==> src/rtl/fft16_scheduler_if.sv <==
// rtl/fft16_scheduler_if.sv - sample, bin and butterfly bus of the 16-point FFT scheduler
interface fft16_scheduler_if #(
   parameter int WORD_SIZE = 16
);
   logic                 i_start;
   logic                 i_in_valid;
   logic                 o_in_ready;
   logic [WORD_SIZE-1:0] i_in_re;
   logic [WORD_SIZE-1:0] i_in_im;
   logic                 o_out_valid;
   logic                 i_out_ready;
   logic [WORD_SIZE-1:0] o_out_re;
   logic [WORD_SIZE-1:0] o_out_im;
   logic [3:0]           o_out_index;
   logic                 o_bf_start;
   logic [WORD_SIZE-1:0] o_bf_in0_re;
   logic [WORD_SIZE-1:0] o_bf_in0_im;
   logic [WORD_SIZE-1:0] o_bf_in1_re;
   logic [WORD_SIZE-1:0] o_bf_in1_im;
   logic [WORD_SIZE-1:0] o_bf_twiddle_re;
   logic [WORD_SIZE-1:0] o_bf_twiddle_im;
   logic                 i_bf_done;
   logic [WORD_SIZE-1:0] i_bf_out0_re;
   logic [WORD_SIZE-1:0] i_bf_out0_im;
   logic [WORD_SIZE-1:0] i_bf_out1_re;
   logic [WORD_SIZE-1:0] i_bf_out1_im;
   logic                 o_busy;
   logic [1:0]           o_stage;
   logic                 o_frame_done;

   modport slave (
      input  i_start, i_in_valid, i_in_re, i_in_im, i_out_ready,
      input  i_bf_done, i_bf_out0_re, i_bf_out0_im, i_bf_out1_re, i_bf_out1_im,
      output o_in_ready, o_out_valid, o_out_re, o_out_im, o_out_index,
      output o_bf_start, o_bf_in0_re, o_bf_in0_im, o_bf_in1_re, o_bf_in1_im,
      output o_bf_twiddle_re, o_bf_twiddle_im, o_busy, o_stage, o_frame_done
   );

   modport master (
      output i_start, i_in_valid, i_in_re, i_in_im, i_out_ready,
      output i_bf_done, i_bf_out0_re, i_bf_out0_im, i_bf_out1_re, i_bf_out1_im,
      input  o_in_ready, o_out_valid, o_out_re, o_out_im, o_out_index,
      input  o_bf_start, o_bf_in0_re, o_bf_in0_im, o_bf_in1_re, o_bf_in1_im,
      input  o_bf_twiddle_re, o_bf_twiddle_im, o_busy, o_stage, o_frame_done
   );
endinterface

==> src/rtl/fft16_scheduler.sv <==
// rtl/fft16_scheduler.sv - in-place radix-2 DIT sequencer driving an external butterfly
module fft16_scheduler #(
   parameter int WORD_SIZE = 16,
   parameter int FRACTION  = 8
) (
   input logic              i_clk,
   input logic              i_rst,
   fft16_scheduler_if.slave bus
);
   localparam int W = WORD_SIZE;

   typedef enum logic [2:0] {
      S_IDLE,
      S_LOAD,
      S_ISSUE,
      S_WAIT,
      S_WRITE,
      S_UNLOAD
   } state_t;

   state_t       r_state;
   logic [1:0]   r_s;
   logic [2:0]   r_b;
   logic [3:0]   r_n;
   logic [3:0]   r_i;
   logic [W-1:0] r_mem_re [16];
   logic [W-1:0] r_mem_im [16];
   logic [W-1:0] r_res0_re, r_res0_im, r_res1_re, r_res1_im;
   logic         r_in_ready, r_out_valid, r_bf_start, r_busy, r_frame_done;
   logic [W-1:0] r_out_re, r_out_im;
   logic [W-1:0] r_in0_re, r_in0_im, r_in1_re, r_in1_im;
   logic [W-1:0] r_tw_re, r_tw_im;

   logic [10:0]  w_cur_addr;
   logic [10:0]  w_nxt_addr;
   logic [1:0]   w_nxt_s;
   logic [2:0]   w_nxt_b;
   logic [3:0]   w_cur_idx0, w_cur_idx1, w_nxt_idx0, w_nxt_idx1;

   function automatic logic [3:0] bitrev4(input logic [3:0] v);
      return {v[0], v[1], v[2], v[3]};
   endfunction

   // Packs {idx0, idx1, k}; idx0 always has bit s clear, so idx1 = idx0 + 2^s is an OR.
   function automatic logic [10:0] bf_addr(input logic [1:0] s, input logic [2:0] b);
      logic [3:0] idx0;
      logic [2:0] k;
      case (s)
         2'd0:    begin idx0 = {b, 1'b0};                k = 3'd0;            end
         2'd1:    begin idx0 = {b[2:1], 1'b0, b[0]};     k = {b[0], 2'b00};   end
         2'd2:    begin idx0 = {b[2], 1'b0, b[1:0]};     k = {b[1:0], 1'b0};  end
         default: begin idx0 = {1'b0, b};                k = b;               end
      endcase
      return {idx0, idx0 | (4'd1 << s), k};
   endfunction

   // Table holds Q8.8 values; rescaled so that FRACTION=8 is an exact identity.
   function automatic logic [2*W-1:0] twiddle(input logic [2:0] k);
      int re_q8;
      int im_q8;
      case (k)
         3'd0:    begin re_q8 = 256;  im_q8 = 0;    end
         3'd1:    begin re_q8 = 237;  im_q8 = -98;  end
         3'd2:    begin re_q8 = 181;  im_q8 = -181; end
         3'd3:    begin re_q8 = 98;   im_q8 = -237; end
         3'd4:    begin re_q8 = 0;    im_q8 = -256; end
         3'd5:    begin re_q8 = -98;  im_q8 = -237; end
         3'd6:    begin re_q8 = -181; im_q8 = -181; end
         default: begin re_q8 = -237; im_q8 = -98;  end
      endcase
      return {W'((re_q8 * (1 << FRACTION)) / 256), W'((im_q8 * (1 << FRACTION)) / 256)};
   endfunction

   always_comb begin
      w_nxt_b    = r_b + 3'd1;
      w_nxt_s    = (r_b == 3'd7) ? r_s + 2'd1 : r_s;
      w_cur_addr = bf_addr(r_s, r_b);
      w_nxt_addr = bf_addr(w_nxt_s, w_nxt_b);
      w_cur_idx0 = w_cur_addr[10:7];
      w_cur_idx1 = w_cur_addr[6:3];
      w_nxt_idx0 = w_nxt_addr[10:7];
      w_nxt_idx1 = w_nxt_addr[6:3];
   end

   // Operands for the next butterfly are read on the same edge that writes the
   // previous result; the pairs never overlap, so no forwarding is needed.
   always_ff @(posedge i_clk) begin
      if (!i_rst) begin
         r_state      <= S_IDLE;
         r_s          <= 2'd0;
         r_b          <= 3'd0;
         r_n          <= 4'd0;
         r_i          <= 4'd0;
         r_in_ready   <= 1'b0;
         r_out_valid  <= 1'b0;
         r_bf_start   <= 1'b0;
         r_busy       <= 1'b0;
         r_frame_done <= 1'b0;
         r_out_re     <= '0;
         r_out_im     <= '0;
         r_in0_re     <= '0;
         r_in0_im     <= '0;
         r_in1_re     <= '0;
         r_in1_im     <= '0;
         r_tw_re      <= '0;
         r_tw_im      <= '0;
         r_res0_re    <= '0;
         r_res0_im    <= '0;
         r_res1_re    <= '0;
         r_res1_im    <= '0;
      end else begin
         r_frame_done <= 1'b0;
         r_bf_start   <= 1'b0;
         case (r_state)
            S_IDLE: begin
               if (bus.i_start) begin
                  r_state    <= S_LOAD;
                  r_n        <= 4'd0;
                  r_s        <= 2'd0;
                  r_b        <= 3'd0;
                  r_i        <= 4'd0;
                  r_in_ready <= 1'b1;
                  r_busy     <= 1'b1;
               end
            end
            S_LOAD: begin
               if (bus.i_in_valid) begin
                  r_mem_re[bitrev4(r_n)] <= bus.i_in_re;
                  r_mem_im[bitrev4(r_n)] <= bus.i_in_im;
                  r_n                    <= r_n + 4'd1;
                  if (r_n == 4'd15) begin
                     r_in_ready           <= 1'b0;
                     r_state              <= S_ISSUE;
                     r_bf_start           <= 1'b1;
                     r_in0_re             <= r_mem_re[w_cur_idx0];
                     r_in0_im             <= r_mem_im[w_cur_idx0];
                     r_in1_re             <= r_mem_re[w_cur_idx1];
                     r_in1_im             <= r_mem_im[w_cur_idx1];
                     {r_tw_re, r_tw_im}   <= twiddle(w_cur_addr[2:0]);
                  end
               end
            end
            S_ISSUE: begin
               r_state <= S_WAIT;
            end
            S_WAIT: begin
               if (bus.i_bf_done) begin
                  r_res0_re <= bus.i_bf_out0_re;
                  r_res0_im <= bus.i_bf_out0_im;
                  r_res1_re <= bus.i_bf_out1_re;
                  r_res1_im <= bus.i_bf_out1_im;
                  r_state   <= S_WRITE;
               end
            end
            S_WRITE: begin
               r_mem_re[w_cur_idx0] <= r_res0_re;
               r_mem_im[w_cur_idx0] <= r_res0_im;
               r_mem_re[w_cur_idx1] <= r_res1_re;
               r_mem_im[w_cur_idx1] <= r_res1_im;
               r_b                  <= w_nxt_b;
               r_s                  <= w_nxt_s;
               if (r_s == 2'd3 && r_b == 3'd7) begin
                  r_state     <= S_UNLOAD;
                  r_out_valid <= 1'b1;
                  r_out_re    <= r_mem_re[0];
                  r_out_im    <= r_mem_im[0];
                  r_i         <= 4'd0;
               end else begin
                  r_state            <= S_ISSUE;
                  r_bf_start         <= 1'b1;
                  r_in0_re           <= r_mem_re[w_nxt_idx0];
                  r_in0_im           <= r_mem_im[w_nxt_idx0];
                  r_in1_re           <= r_mem_re[w_nxt_idx1];
                  r_in1_im           <= r_mem_im[w_nxt_idx1];
                  {r_tw_re, r_tw_im} <= twiddle(w_nxt_addr[2:0]);
               end
            end
            S_UNLOAD: begin
               if (bus.i_out_ready) begin
                  if (r_i == 4'd15) begin
                     r_out_valid  <= 1'b0;
                     r_frame_done <= 1'b1;
                     r_busy       <= 1'b0;
                     r_i          <= 4'd0;
                     r_state      <= S_IDLE;
                  end else begin
                     r_i      <= r_i + 4'd1;
                     r_out_re <= r_mem_re[r_i + 4'd1];
                     r_out_im <= r_mem_im[r_i + 4'd1];
                  end
               end
            end
            default: r_state <= S_IDLE;
         endcase
      end
   end

   assign bus.o_in_ready      = r_in_ready;
   assign bus.o_out_valid     = r_out_valid;
   assign bus.o_out_re        = r_out_re;
   assign bus.o_out_im        = r_out_im;
   assign bus.o_out_index     = r_i;
   assign bus.o_bf_start      = r_bf_start;
   assign bus.o_bf_in0_re     = r_in0_re;
   assign bus.o_bf_in0_im     = r_in0_im;
   assign bus.o_bf_in1_re     = r_in1_re;
   assign bus.o_bf_in1_im     = r_in1_im;
   assign bus.o_bf_twiddle_re = r_tw_re;
   assign bus.o_bf_twiddle_im = r_tw_im;
   assign bus.o_busy          = r_busy;
   assign bus.o_stage         = r_s;
   assign bus.o_frame_done    = r_frame_done;
endmodule

==> src/flat_wrapper.sv <==
// flat-port wrapper written by rule: the top's interface ports become plain ports
module fft16_scheduler_flat 
#(
   parameter int WORD_SIZE = 16,
   parameter int FRACTION  = 8
)
  (i_clk, i_rst, bus_i_start, bus_i_in_valid, bus_i_in_re, bus_i_in_im, bus_i_out_ready, bus_i_bf_done, bus_i_bf_out0_re, bus_i_bf_out0_im, bus_i_bf_out1_re, bus_i_bf_out1_im, bus_o_in_ready, bus_o_out_valid, bus_o_out_re, bus_o_out_im, bus_o_out_index, bus_o_bf_start, bus_o_bf_in0_re, bus_o_bf_in0_im, bus_o_bf_in1_re, bus_o_bf_in1_im, bus_o_bf_twiddle_re, bus_o_bf_twiddle_im, bus_o_busy, bus_o_stage, bus_o_frame_done);
  fft16_scheduler_if #(.WORD_SIZE(WORD_SIZE)) bus_i ();
  input logic i_clk;
  input logic i_rst;
  input wire logic [$bits(bus_i.i_start)-1:0] bus_i_start;
  input wire logic [$bits(bus_i.i_in_valid)-1:0] bus_i_in_valid;
  input wire logic [$bits(bus_i.i_in_re)-1:0] bus_i_in_re;
  input wire logic [$bits(bus_i.i_in_im)-1:0] bus_i_in_im;
  input wire logic [$bits(bus_i.i_out_ready)-1:0] bus_i_out_ready;
  input wire logic [$bits(bus_i.i_bf_done)-1:0] bus_i_bf_done;
  input wire logic [$bits(bus_i.i_bf_out0_re)-1:0] bus_i_bf_out0_re;
  input wire logic [$bits(bus_i.i_bf_out0_im)-1:0] bus_i_bf_out0_im;
  input wire logic [$bits(bus_i.i_bf_out1_re)-1:0] bus_i_bf_out1_re;
  input wire logic [$bits(bus_i.i_bf_out1_im)-1:0] bus_i_bf_out1_im;
  output wire logic [$bits(bus_i.o_in_ready)-1:0] bus_o_in_ready;
  output wire logic [$bits(bus_i.o_out_valid)-1:0] bus_o_out_valid;
  output wire logic [$bits(bus_i.o_out_re)-1:0] bus_o_out_re;
  output wire logic [$bits(bus_i.o_out_im)-1:0] bus_o_out_im;
  output wire logic [$bits(bus_i.o_out_index)-1:0] bus_o_out_index;
  output wire logic [$bits(bus_i.o_bf_start)-1:0] bus_o_bf_start;
  output wire logic [$bits(bus_i.o_bf_in0_re)-1:0] bus_o_bf_in0_re;
  output wire logic [$bits(bus_i.o_bf_in0_im)-1:0] bus_o_bf_in0_im;
  output wire logic [$bits(bus_i.o_bf_in1_re)-1:0] bus_o_bf_in1_re;
  output wire logic [$bits(bus_i.o_bf_in1_im)-1:0] bus_o_bf_in1_im;
  output wire logic [$bits(bus_i.o_bf_twiddle_re)-1:0] bus_o_bf_twiddle_re;
  output wire logic [$bits(bus_i.o_bf_twiddle_im)-1:0] bus_o_bf_twiddle_im;
  output wire logic [$bits(bus_i.o_busy)-1:0] bus_o_busy;
  output wire logic [$bits(bus_i.o_stage)-1:0] bus_o_stage;
  output wire logic [$bits(bus_i.o_frame_done)-1:0] bus_o_frame_done;
  assign bus_i.i_start = bus_i_start;
  assign bus_i.i_in_valid = bus_i_in_valid;
  assign bus_i.i_in_re = bus_i_in_re;
  assign bus_i.i_in_im = bus_i_in_im;
  assign bus_i.i_out_ready = bus_i_out_ready;
  assign bus_i.i_bf_done = bus_i_bf_done;
  assign bus_i.i_bf_out0_re = bus_i_bf_out0_re;
  assign bus_i.i_bf_out0_im = bus_i_bf_out0_im;
  assign bus_i.i_bf_out1_re = bus_i_bf_out1_re;
  assign bus_i.i_bf_out1_im = bus_i_bf_out1_im;
  assign bus_o_in_ready = bus_i.o_in_ready;
  assign bus_o_out_valid = bus_i.o_out_valid;
  assign bus_o_out_re = bus_i.o_out_re;
  assign bus_o_out_im = bus_i.o_out_im;
  assign bus_o_out_index = bus_i.o_out_index;
  assign bus_o_bf_start = bus_i.o_bf_start;
  assign bus_o_bf_in0_re = bus_i.o_bf_in0_re;
  assign bus_o_bf_in0_im = bus_i.o_bf_in0_im;
  assign bus_o_bf_in1_re = bus_i.o_bf_in1_re;
  assign bus_o_bf_in1_im = bus_i.o_bf_in1_im;
  assign bus_o_bf_twiddle_re = bus_i.o_bf_twiddle_re;
  assign bus_o_bf_twiddle_im = bus_i.o_bf_twiddle_im;
  assign bus_o_busy = bus_i.o_busy;
  assign bus_o_stage = bus_i.o_stage;
  assign bus_o_frame_done = bus_i.o_frame_done;
  fft16_scheduler #(.WORD_SIZE(WORD_SIZE), .FRACTION(FRACTION)) u_core (.i_clk(i_clk), .i_rst(i_rst), .bus(bus_i));
endmodule
==> config.mk <==
export PLATFORM = sky130hd
export DESIGN_NAME = fft16_scheduler_flat
export DESIGN_NICKNAME = d
export VERILOG_FILES = /design/src/rtl/fft16_scheduler_if.sv /design/src/rtl/fft16_scheduler.sv /design/src/flat_wrapper.sv
export SDC_FILE = /design/constraint.sdc
export NUM_CORES = 2
export LEC_CHECK = 0
export CORE_MARGIN = 1
export CORE_UTILIZATION = 35
export DETAILED_ROUTE_END_ITERATION = 10
export PLACE_DENSITY_LB_ADDON = 0.05
export SETUP_SLACK_MARGIN = 0.15
export SLEW_MARGIN = 20
export SYNTH_ARGS = -nofsm -noshare
export SYNTH_HDL_FRONTEND = slang
export SYNTH_SLANG_ARGS = --single-unit
export TNS_END_PERCENT = 20
==> constraint.sdc <==
create_clock -name i_clk -period 4.8 [get_ports i_clk]
set_clock_uncertainty 0.15 [all_clocks]
set_input_delay 0.96 -clock i_clk [delete_from_list [all_inputs] [get_ports i_clk]]
set_output_delay 0.96 -clock i_clk [all_outputs]
set_load 0.01 [all_outputs]
==> impl_metrics.py <==
metrics = {
    "cts": {
        "clk_latency_ps": 720,
        "cts_resized": 0,
        "htreeDepth": 3,
        "cts_buffers": 92,
        "ctsHoldBuffers": 0,
        "cts_num_sinks": 709,
        "root_buffer": "clkbuf_16",
        "post_cts_buffers": 0,
        "clk_pin_slew_ps": 60,
        "cts_tree": "built",
        "cts_buffer_depth": 3,
    },
    "worst_hold_path": {
        "min_path_type": "reg -> reg",
    },
    "routing": {
        "wl_per_cell_um": 35.2,
        "wl_um": 274000,
        "drc": 0,
        "via_count": 51600,
        "vias_per_cell": 6.63,
        "drt-initial-drc-count": 7875,
        "first_pass_iters": 8,
        "drtAntennaViolNets": 0,
    },
    "final_layout": {
        "layout.nets": 5912,
        "final_layout_size_suffix_gt1_frac": 0.138,
        "finalNonFillerCells": 7786,
        "synthToLayoutAreaGrowth_pct": 16.3,
        "final_util": 0.412,
        "largestRegisters": "u_core.r_mem_im (256), u_core.r_mem_re (256)",
    },
    "floorplanning": {
        "die-width_um": 384,
        "start_util": 0.354,
        "core_area_mm2": 0.144,
        "die_h_um": 384,
        "rows": 139,
        "dieArea_mm2": 0.148,
        "pin_count": 241,
    },
    "timing": {
        "rsz0062_at_grt": "false",
        "fin_tns_setup_ps": 0,
        "whs_ps": 311,
        "fmax_ghz": 0.231,
        "worstMarginPinSlew_ps": 1290,
        "hold_violations": 0,
        "fin_crit_sh": 0.901,
        "drv_slew": 0,
        "finalWorstSetupSlack_ps": 477,
        "slew_headroom": 0.134,
        "min_period_ps": 4320,
        "setup_viol": 0,
    },
    "power": {
        "leakagePower_nw": 22.7,
        "intPower_mw": 10.9,
        "clkPwrFrac": 0.502,
        "power.switching_mw": 3.28,
        "seqPwrFrac": 0.466,
        "power_density_mw_per_mm2": 238,
        "p_sw_frac": 0.232,
        "peakVddDrop_uv": 228,
        "pwr-share-comb": 0.032,
    },
    "logic_synthesis": {
        "syn_nets": 5976,
        "synth-edff-count": 512,
        "synth_area_mm2": 0.0511,
        "synth_top_family_by_area": "compound AO/OA/AOI/OAI gates",
        "netlist_instances": 5866,
        "synth_simple_gate_area_frac": 0.195,
        "synth_warnings": 0,
        "ys_ff_latch": 709,
        "synth_fa_ha_area_frac": 0.00235,
        "syn_avg_cell_area_um2": 8.72,
        "synth_xor_area_frac": 0.00154,
        "synthMuxAreaShare": 0.171,
        "async_flop_share": 0,
        "yosysSeqAreaShare": 0.378,
        "synth_cell_types": 86,
        "synth_compound_area_frac": 0.195,
        "synth_ff_type": "edfxtp_1",
    },
    "grt": {
        "grt_pass1_vias": 47900,
        "antenna_found_initial": 4,
        "grt_pass1_wl_um": 380000,
        "grtUsageTotal": 0.363,
        "grt-ovfl-total": 0,
        "grt_max_degree": 107,
    },
    "worst_setup_path": {
        "critical_path_arrival_ps": 4840,
        "cp_max_fo": 58,
        "worstSetupPathType": "reg -> reg",
        "worstSetupEndpointType": "flip-flop",
        "start_kind": "flip-flop",
        "required_ps": 5320,
    },
    "outcome": {
        "outcome": "finished, final reports clean",
    },
    "job": {
        "maxCapViolCount": 0,
    },
    "placement": {
        "pre_cts_slack_ps": 613,
        "dpl.hpwl_um": 169000,
        "place_inst": 7611,
        "port_buffers": 239,
        "place_congestion": 0.940,
    },
}
-- layout make-up --
class	count	area (um^2)
clock buffer	130	2650
fill	14300	84900
tap	1903	2380
clock inverter	41	338
multi-input combinational	4460	29400
antenna	4	10.0
sequential	709	19300
timing repair buffer	512	5250
inverter	27	101
-- power groups by stage --
| stage | Clock (mW) | Sequential [mW] | Combinational (mW) |
|---|---|---|---|
| finish | 7.10 | 6.59 | 0.453 |
| global route | 7.39 | 6.59 | 0.486 |
| CTS | 7.19 | 6.59 | 0.447 |
| detailed placement | 0 | 6.72 | 0.446 |
| global placement | 0 | 6.72 | 0.439 |
| floorplan | 0 | 6.71 | 0.224 |
-- synthesized netlist by cell type (all sizes together), types with 48 or more instances --
master	instances	share of area
edfxtp	512	0.30
mux2i	210	0.041
o21ai	194	0.019
clkbuf	412	0.030
mux4	288	0.13
dfxtp	197	0.077
a311oi	80	0.014
a221o	48	0.0094
buf	258	0.025
nor2	593	0.044
a21oi	680	0.067
nand2	1252	0.092
a21boi	73	0.011
nand3	308	0.030
a31oi	110	0.013
a221oi	105	0.018
and3	116	0.014
-- cell usage in the layout (no fill, tap or decap), types with 10 or more instances in the layout --
| cell | n |
|---|---|
| and3_1 | 115 |
| o21ai_4 | 18 |
| a32oi_1 | 11 |
| nand2_4 | 10 |
| o211ai_1 | 22 |
| nor2b_1 | 10 |
| nand3_1 | 304 |
| buf_12 | 64 |
| nor2_1 | 585 |
| edfxtp_1 | 512 |
| a311oi_1 | 79 |
| a21oi_1 | 675 |
| o21ai_0 | 173 |
| nand2_1 | 1239 |
| clkinv_2 | 11 |
| nand4_1 | 28 |
| dfxtp_1 | 195 |
| a221o_1 | 48 |
| clkinv_1 | 15 |
| a31oi_1 | 109 |
| a211oi_1 | 11 |
| mux2i_1 | 206 |
| or4_1 | 12 |
| mux2_2 | 12 |
| o211a_1 | 46 |
| a21boi_0 | 71 |
| a221oi_1 | 105 |
| mux4_2 | 288 |
| clkbuf_1 | 22 |
| clkdlybuf4s50_1 | 238 |
| o22ai_1 | 38 |
| nor3_1 | 24 |
| clkbuf_8 | 12 |
| o311ai_0 | 11 |
| inv_1 | 27 |
| buf_4 | 209 |
| clkbuf_16 | 96 |
| a2111oi_0 | 25 |
| o221a_2 | 15 |
-- metrics by stage --
| step | power (mW) | instance area (um^2) |
|---|---|---|
| final | 14.1 | 59500 |
| after global routing | 14.5 | 59500 |
| after CTS | 14.2 | 59500 |
| after detailed placement | 7.17 | 56500 |
| after global placement | 7.16 | 56500 |
| after floorplan | 6.93 | 51100 |
-- metal layers --
metal	track usage	vias to the layer above	routed length (um)
met2	0.555	3525	120000
met4	0.214	2	18900
met3	0.0869	819	28800
li1	-	21600	-
met1	0.464	25700	106000
met5	0	-	13
-- cells by family (layout without fill, tap and decap cells) --
kind of cell,after synthesis,count (layout)
simple gates,2381,2381
xor+xnor,9,9
mux,511,511
compound gates,1548,1548
fa+ha+maj,10,10
buf+inv,697,710
flops,709,709
other cells,1,5
-- critical path, stage by stage (launching register included) --
cell and delay, ps:
dfxtp_1 630, inv_1 140, ha_1 450, nor3b_1 430, o32ai_4 210, buf_12 290, a2111oi_1 980, a2111oi_0 170
o221a_2 200, a2111oi_0 390, o221a_2 250
-- path summary, 6_finish.rpt --
check / start / end / slack (ps) / depth (start not counted)
max: u_core.bus.o_stage[0] / u_core.bus.o_bf_in1_re[6] / 480 / 10
min: u_core.r_res0_im[4] / u_core.r_res0_im[4] / 310 / 2
max reg2reg: u_core.bus.o_stage[0] / u_core.bus.o_bf_in1_re[6] / 480 / 10
min reg2reg: u_core.r_res0_im[4] / u_core.r_res0_im[4] / 310 / 2
Power figures use the tool's default switching activity.
